==> src/rtl/reset_sequencer.sv <==
// reset_sequencer: holds NUM_STAGES reset domains, waits for a filtered
// PLL lock, then releases the domains in index order with a guard gap.
module reset_sequencer #(
   parameter int NUM_STAGES  = 3,
   parameter int HOLD_CYCLES = 16,
   parameter int LOCK_FILTER = 8,
   parameter int TIMEOUT     = 1024
) (
   input  logic                  clk,
   input  logic                  rst_n,
   input  logic                  pll_locked,
   input  logic                  sw_reset_req,
   input  logic [NUM_STAGES-1:0] stage_ready,
   output logic [NUM_STAGES-1:0] stage_rst,
   output logic [3:0]            cur_stage,
   output logic                  seq_done,
   output logic                  timeout_err
);

   // One shared counter serves the hold, filter and timeout phases,
   // which never overlap.
   localparam int M1   = (HOLD_CYCLES > LOCK_FILTER) ? HOLD_CYCLES : LOCK_FILTER;
   localparam int MAXC = (M1 > TIMEOUT) ? M1 : TIMEOUT;
   localparam int CW   = $clog2(MAXC + 1) + 1;

   localparam logic [CW-1:0] HOLD_LAST = CW'(HOLD_CYCLES - 1);
   localparam logic [CW-1:0] LOCK_DONE = CW'(LOCK_FILTER);
   localparam logic [CW-1:0] TO_LAST   = CW'(TIMEOUT - 1);
   localparam logic [3:0]    LAST_IDX  = 4'(NUM_STAGES - 1);

   typedef enum logic [2:0] {
      S_ASSERT,
      S_WAIT_LOCK,
      S_REL_READY,
      S_REL_GAP,
      S_RUN
   } state_e;

   state_e                state_q, state_d;
   logic [CW-1:0]         cnt_q, cnt_d;
   logic [3:0]            idx_q, idx_d;
   logic [NUM_STAGES-1:0] stage_rst_q, stage_rst_d;
   logic                  seq_done_q, seq_done_d;
   logic                  err_q, err_d;
   logic                  sync1_q, lock_s_q;
   logic [15:0]           rdy_pad;
   logic                  abort;
   logic                  released;

   assign rdy_pad = 16'(stage_ready);

   // Two-flop synchronizer for the asynchronous PLL lock.
   always_ff @(posedge clk or negedge rst_n) begin
      if (!rst_n) begin
         sync1_q  <= 1'b0;
         lock_s_q <= 1'b0;
      end else begin
         sync1_q  <= pll_locked;
         lock_s_q <= sync1_q;
      end
   end

   // Next state, counter and registered-output values.
   always_comb begin
      state_d  = state_q;
      cnt_d    = cnt_q;
      idx_d    = idx_q;
      err_d    = err_q;
      abort    = sw_reset_req ||
                 (!lock_s_q && (state_q == S_REL_READY ||
                                state_q == S_REL_GAP ||
                                state_q == S_RUN));
      if (abort) begin
         state_d = S_ASSERT;
         cnt_d   = '0;
         idx_d   = '0;
         if (sw_reset_req) err_d = 1'b0;
      end else begin
         unique case (state_q)
            S_ASSERT: begin
               if (cnt_q == HOLD_LAST) begin
                  state_d = S_WAIT_LOCK;
                  cnt_d   = '0;
               end else begin
                  cnt_d = cnt_q + CW'(1);
               end
            end
            S_WAIT_LOCK: begin
               if (!lock_s_q) begin
                  cnt_d = '0;
               end else if (cnt_q == LOCK_DONE) begin
                  state_d = S_REL_READY;
                  cnt_d   = '0;
                  idx_d   = '0;
               end else begin
                  cnt_d = cnt_q + CW'(1);
               end
            end
            S_REL_READY: begin
               if (rdy_pad[idx_q]) begin
                  state_d = S_REL_GAP;
                  cnt_d   = '0;
               end else if (cnt_q == TO_LAST) begin
                  state_d = S_REL_GAP;
                  cnt_d   = '0;
                  err_d   = 1'b1;
               end else begin
                  cnt_d = cnt_q + CW'(1);
               end
            end
            S_REL_GAP: begin
               if (cnt_q == HOLD_LAST) begin
                  cnt_d = '0;
                  if (idx_q == LAST_IDX) begin
                     state_d = S_RUN;
                  end else begin
                     state_d = S_REL_READY;
                     idx_d   = idx_q + 4'd1;
                  end
               end else begin
                  cnt_d = cnt_q + CW'(1);
               end
            end
            S_RUN: begin
               state_d = S_RUN;
            end
            default: begin
               state_d = S_ASSERT;
               cnt_d   = '0;
               idx_d   = '0;
            end
         endcase
      end
      released   = (state_d == S_REL_READY) || (state_d == S_REL_GAP);
      seq_done_d = (state_d == S_RUN);
      for (int j = 0; j < NUM_STAGES; j++) begin
         stage_rst_d[j] = !((released && (4'(j) <= idx_d)) ||
                            (state_d == S_RUN));
      end
   end

   // State, counter and output registers.
   always_ff @(posedge clk or negedge rst_n) begin
      if (!rst_n) begin
         state_q     <= S_ASSERT;
         cnt_q       <= '0;
         idx_q       <= '0;
         stage_rst_q <= '1;
         seq_done_q  <= 1'b0;
         err_q       <= 1'b0;
      end else begin
         state_q     <= state_d;
         cnt_q       <= cnt_d;
         idx_q       <= idx_d;
         stage_rst_q <= stage_rst_d;
         seq_done_q  <= seq_done_d;
         err_q       <= err_d;
      end
   end

   assign stage_rst   = stage_rst_q;
   assign cur_stage   = idx_q;
   assign seq_done    = seq_done_q;
   assign timeout_err = err_q;

endmodule

==> config.mk <==
export PLATFORM = sky130hd
export DESIGN_NAME = reset_sequencer
export DESIGN_NICKNAME = d
export VERILOG_FILES = /design/src/rtl/reset_sequencer.sv
export SDC_FILE = /design/constraint.sdc
export NUM_CORES = 1
export LEC_CHECK = 0
export CORE_ASPECT_RATIO = 1.25
export CORE_MARGIN = 2
export CORE_UTILIZATION = 35
export DETAILED_ROUTE_END_ITERATION = 6
export RECOVER_POWER = 25
export SETUP_SLACK_MARGIN = 0.5
export SYNTH_ARGS = -nofsm -noshare
export SYNTH_HDL_FRONTEND = slang
export SYNTH_SLANG_ARGS = --single-unit
==> constraint.sdc <==
create_clock -name clk -period 2.4 [get_ports clk]
set_input_delay 0.48 -clock clk [delete_from_list [all_inputs] [get_ports clk]]
set_output_delay 0.48 -clock clk [all_outputs]
set_load 0.01 [all_outputs]
==> results.md <==
- P_sw: slightly below 200 µW
- Final hold violations: 0
- Worst-path maximum fanout: 4
- Crit start category: flop
- Post-synthesis compound-gate area fraction: 0.1754
- Critical Path RT: ~2.6 ns
- Net Sw Frac: 0.2179
- Initial antenna violation count: 0
- Setup violators final: 0
- Fin Clk Skew: between 0.003 and 0.004 ns
- Clock tree buffer depth: 2
- Post-Route WL: 3955 µm
- Chip width: about 64 µm
- First-pass GRT wire length: between 6000 and 7000 µm
- Largest family of logic cells by synthesized area: simple AND/OR/NAND/NOR gates
- Clk root buf: clkbuf_8
- Vias in the first global route: about 1400
- Xor and xnor area share after synthesis: 0.02193
- Final TNS setup: 0 ns
- MaxCap Viol Count: 0
- Filler cell count: 443
- Final Cycle Share: 0.7731
- P&R area growth vs syn: 32.81%
- Via count: about 1500
- Yosys warns: 0
- Die Ht: 79.54 µm
- Internal Power: approximately 700 µW
- N_diodes: 0
- IO Port Bufs: 15
- Leakage: 0.0008510 µW
- Gate power share: 0.072
- CTS Buf Count: 3
- DRC violations left: 0
- 1st-iter DRT viols: 95
- Pin count of the biggest net entering global routing: 27
- Worst Path Arrival: around 2.1 ns
- HP Class: flop to flop
- Post-synthesis mux area share: 0.02506
- Avg Cell Area, Syn: 8.828 µm²
- Mapped Area: ~1600 µm²
- Clk pin slew, worst setup/hold paths: 0.10 ns
- Clk pwr share: 0.422
- Library cells used by synthesis: 45
- Latest clock arrival within the worst-skew pair: between 0.2 and 0.3 ns
- Post-Synth Adder-Cell Area: 0.03132
- Initial cell density of the core: 0.3638
- Post-Syn Nets: about 190
- Commonest cells after routing, fill and taps aside: nand2_1, buf_4, dfrtp_1, a21oi_1, clkdlybuf4s50_1
- PwrDens: 421.4 nW/µm²
- RePlAce Congestion: about 0.90
- H-tree Lvls: 1
- Final non-filler cell area: roughly 2100 µm²
- Layout Nets: ~220
- Status: completed
- HPWL Detailed: around 2600 µm
- Number of iterations in the first detailed-routing pass: 4
- CP max stage delay: around 0.44 ns
- Crit path kind: flop to flop
- Peak Freq: 539.0 MHz
- Yosys reg bits: 26
- Cell Chain, Critical Path: inv_1 > ha_1 > nand3b_1 > o311a_4 > a211oi_4 > nand4_1 > o21ai_1
- Avg WL per Cell: 14.70 µm
- Die area: 5125 µm²
- Placed cell areas: between 1500 and 2000 µm²
- Setup crit end kind: flop
- Slew Viols, Final: 0
- CP max stage cell: dfrtp_1
- RSZ-0062 raised after global routing: yes
- CTS tree: yes
- Avg Vias per Cell: around 5.4
- Gate count of the mapped netlist: roughly 180
- Relative slew slack: 0.6927
- Reg-to-reg slack, setup: approximately 0.54 ns
- Max rail drop VDD: 278.7 µV
- Ports: 16
- Final Critical Period: 1.855 ns
- Row cnt: 27
- Sequential Power Share: 0.506
- CTS Hold Bufs: 0
- Simple-Gate Fraction of Synth Area: 0.2999
- Final ANT Viol Nets: 0
- Slew @ Worst Pin: 0.4610 ns
- Register area share after synthesis: 0.4096
- Core Region: ~4400 µm²
- Layout cells sized above 1: 0.2749
- Clock sink count: 26
- Grt total ovfl: 0
- Tot GR Track Use: 0.1605
==> stage by stage <==
step                power [µW]  hold slack [ns]    util  std cells  worst slack (ns)
floorplan                480.2           0.1844       -        181            0.5903
global placement         509.8           0.3376  0.4182        253            0.1315
detailed placement       510.2           0.3363  0.4182        253            0.1097
CTS                      894.0           0.3600  0.4519        263            0.4923
global route             936.7           0.3740  0.4832        269            0.4357
finish                   894.2           0.3597  0.4832        269            0.5446
==> sequential cells by signal, indices dropped and copies added (netlist names) <==
signal,count
seq_done,1
lock_s_q,1
cur_stage,4
timeout_err,1
cnt_q,12
state_q,3
sync1_q,1
stage_rst,3
==> layer usage <==
layer | GRT usage | share of wire | vias up
met2 | 0.2833 | 0.55 | 23
met3 | 0.01834 | 0.024 | 4
met5 | 0 | 0 | -
li1 | - | - | 712
met4 | 0.05319 | 0.012 | 0
met1 | 0.2028 | 0.42 | 725
==> path summary, 6_finish.rpt <==
check | from | end | cells past startpoint
min in group asynchronous | rst_n | cur_stage[3] | 2
worst max-delay path | cnt_q[1] | stage_rst[1] | 7
worst min-delay path | sync1_q | lock_s_q | 0
worst max register to register | cnt_q[1] | stage_rst[1] | 7
max in group asynchronous | rst_n | stage_rst[1] | 2
worst min register to register | sync1_q | lock_s_q | 0
==> power groups by stage <==
| stage | sequential, µW | combinational [µW] | clock (µW) |
|---|---|---|---|
| 6_report | 452 | 64.3 | 378 |
| 5_1_grt | 453 | 72.9 | 410 |
| 4_1_cts | 451 | 56.8 | 387 |
| 3_5_place_dp | 460 | 50.3 | 0 |
| 3_3_place_gp | 460 | 50.0 | 0 |
| 2_1_floorplan | 458 | 21.8 | 0 |
==> worst max-delay path, delay by kind of cell, from the launching register on <==
family | cells | cell delay [ns]
and+or+nand+nor | 2 | 0.32
buffers and inverters | 1 | 0.08
adders and majority gates | 1 | 0.14
DFF | 1 | 0.44
AOI/OAI and AO/OA | 3 | 0.82
==> cell type report <==
| cell class | instances | area [µm²] | share of cell area |
|---|---|---|---|
| Clock buffer | 3 | 41.29 | 0.01946 |
| Inverter | 8 | 30.03 | 0.01415 |
| Tap cell | 58 | 72.57 | 0.03420 |
| Sequential cell | 26 | 665.6 | 0.3137 |
| Clock inverter | 1 | 30.03 | 0.01415 |
| Multi-Input combinational cell | 140 | 993.5 | 0.4682 |
| Timing Repair Buffer | 33 | 289.0 | 0.1362 |
==> synthesized netlist by cell type (all sizes together) <==
cell    count  area [µm²]
nor4bb      1       10.01
nand2      19       73.82
nor3        5       25.02
buf         3       13.76
o31ai       1       7.510
xnor2       2       17.52
a21boi      1       7.510
o311ai      3       26.28
a211o       1       8.760
nor4        2       42.54
or3         1       6.260
nand4b      1       8.760
inv         8       30.03
and3        3       18.77
a32o        2       20.02
dfrtp      23       575.6
o21ai      12       63.81
a21oi      16       80.08
nor2b       8       50.05
nor3b       1       7.510
or4         1       7.510
nand4       8       50.05
nand3      10       50.05
or2         1       6.260
and4b       1       10.01
clkbuf      4       15.01
o21a        1       7.510
a31oi       2       12.51
ha          4       50.05
nand2b      2       12.51
xor2        2       17.52
and3b       1       8.760
mux2i       4       40.04
and2        5       31.28
dfstp       3       78.83
o311a       1       10.01
nor2       12       45.04
nand3b      2       15.01
a211oi      3       27.52
a31o        1       8.760
==> what timing repair did <==
action	CTS	global route
resized for setup	10	26
setup buffers	6	6
setup endpoints to repair	14	20
pin swaps	3	12
==> cells by family after synthesis <==
group | Yosys count
and+or+nand+nor | 84
adders and majority gates | 4
DFF | 26
xor gates and xnor gates | 4
muxes | 4
buffers and inverters | 15
AOI/OAI and AO/OA | 44
(Power assumes the default switching activity.)
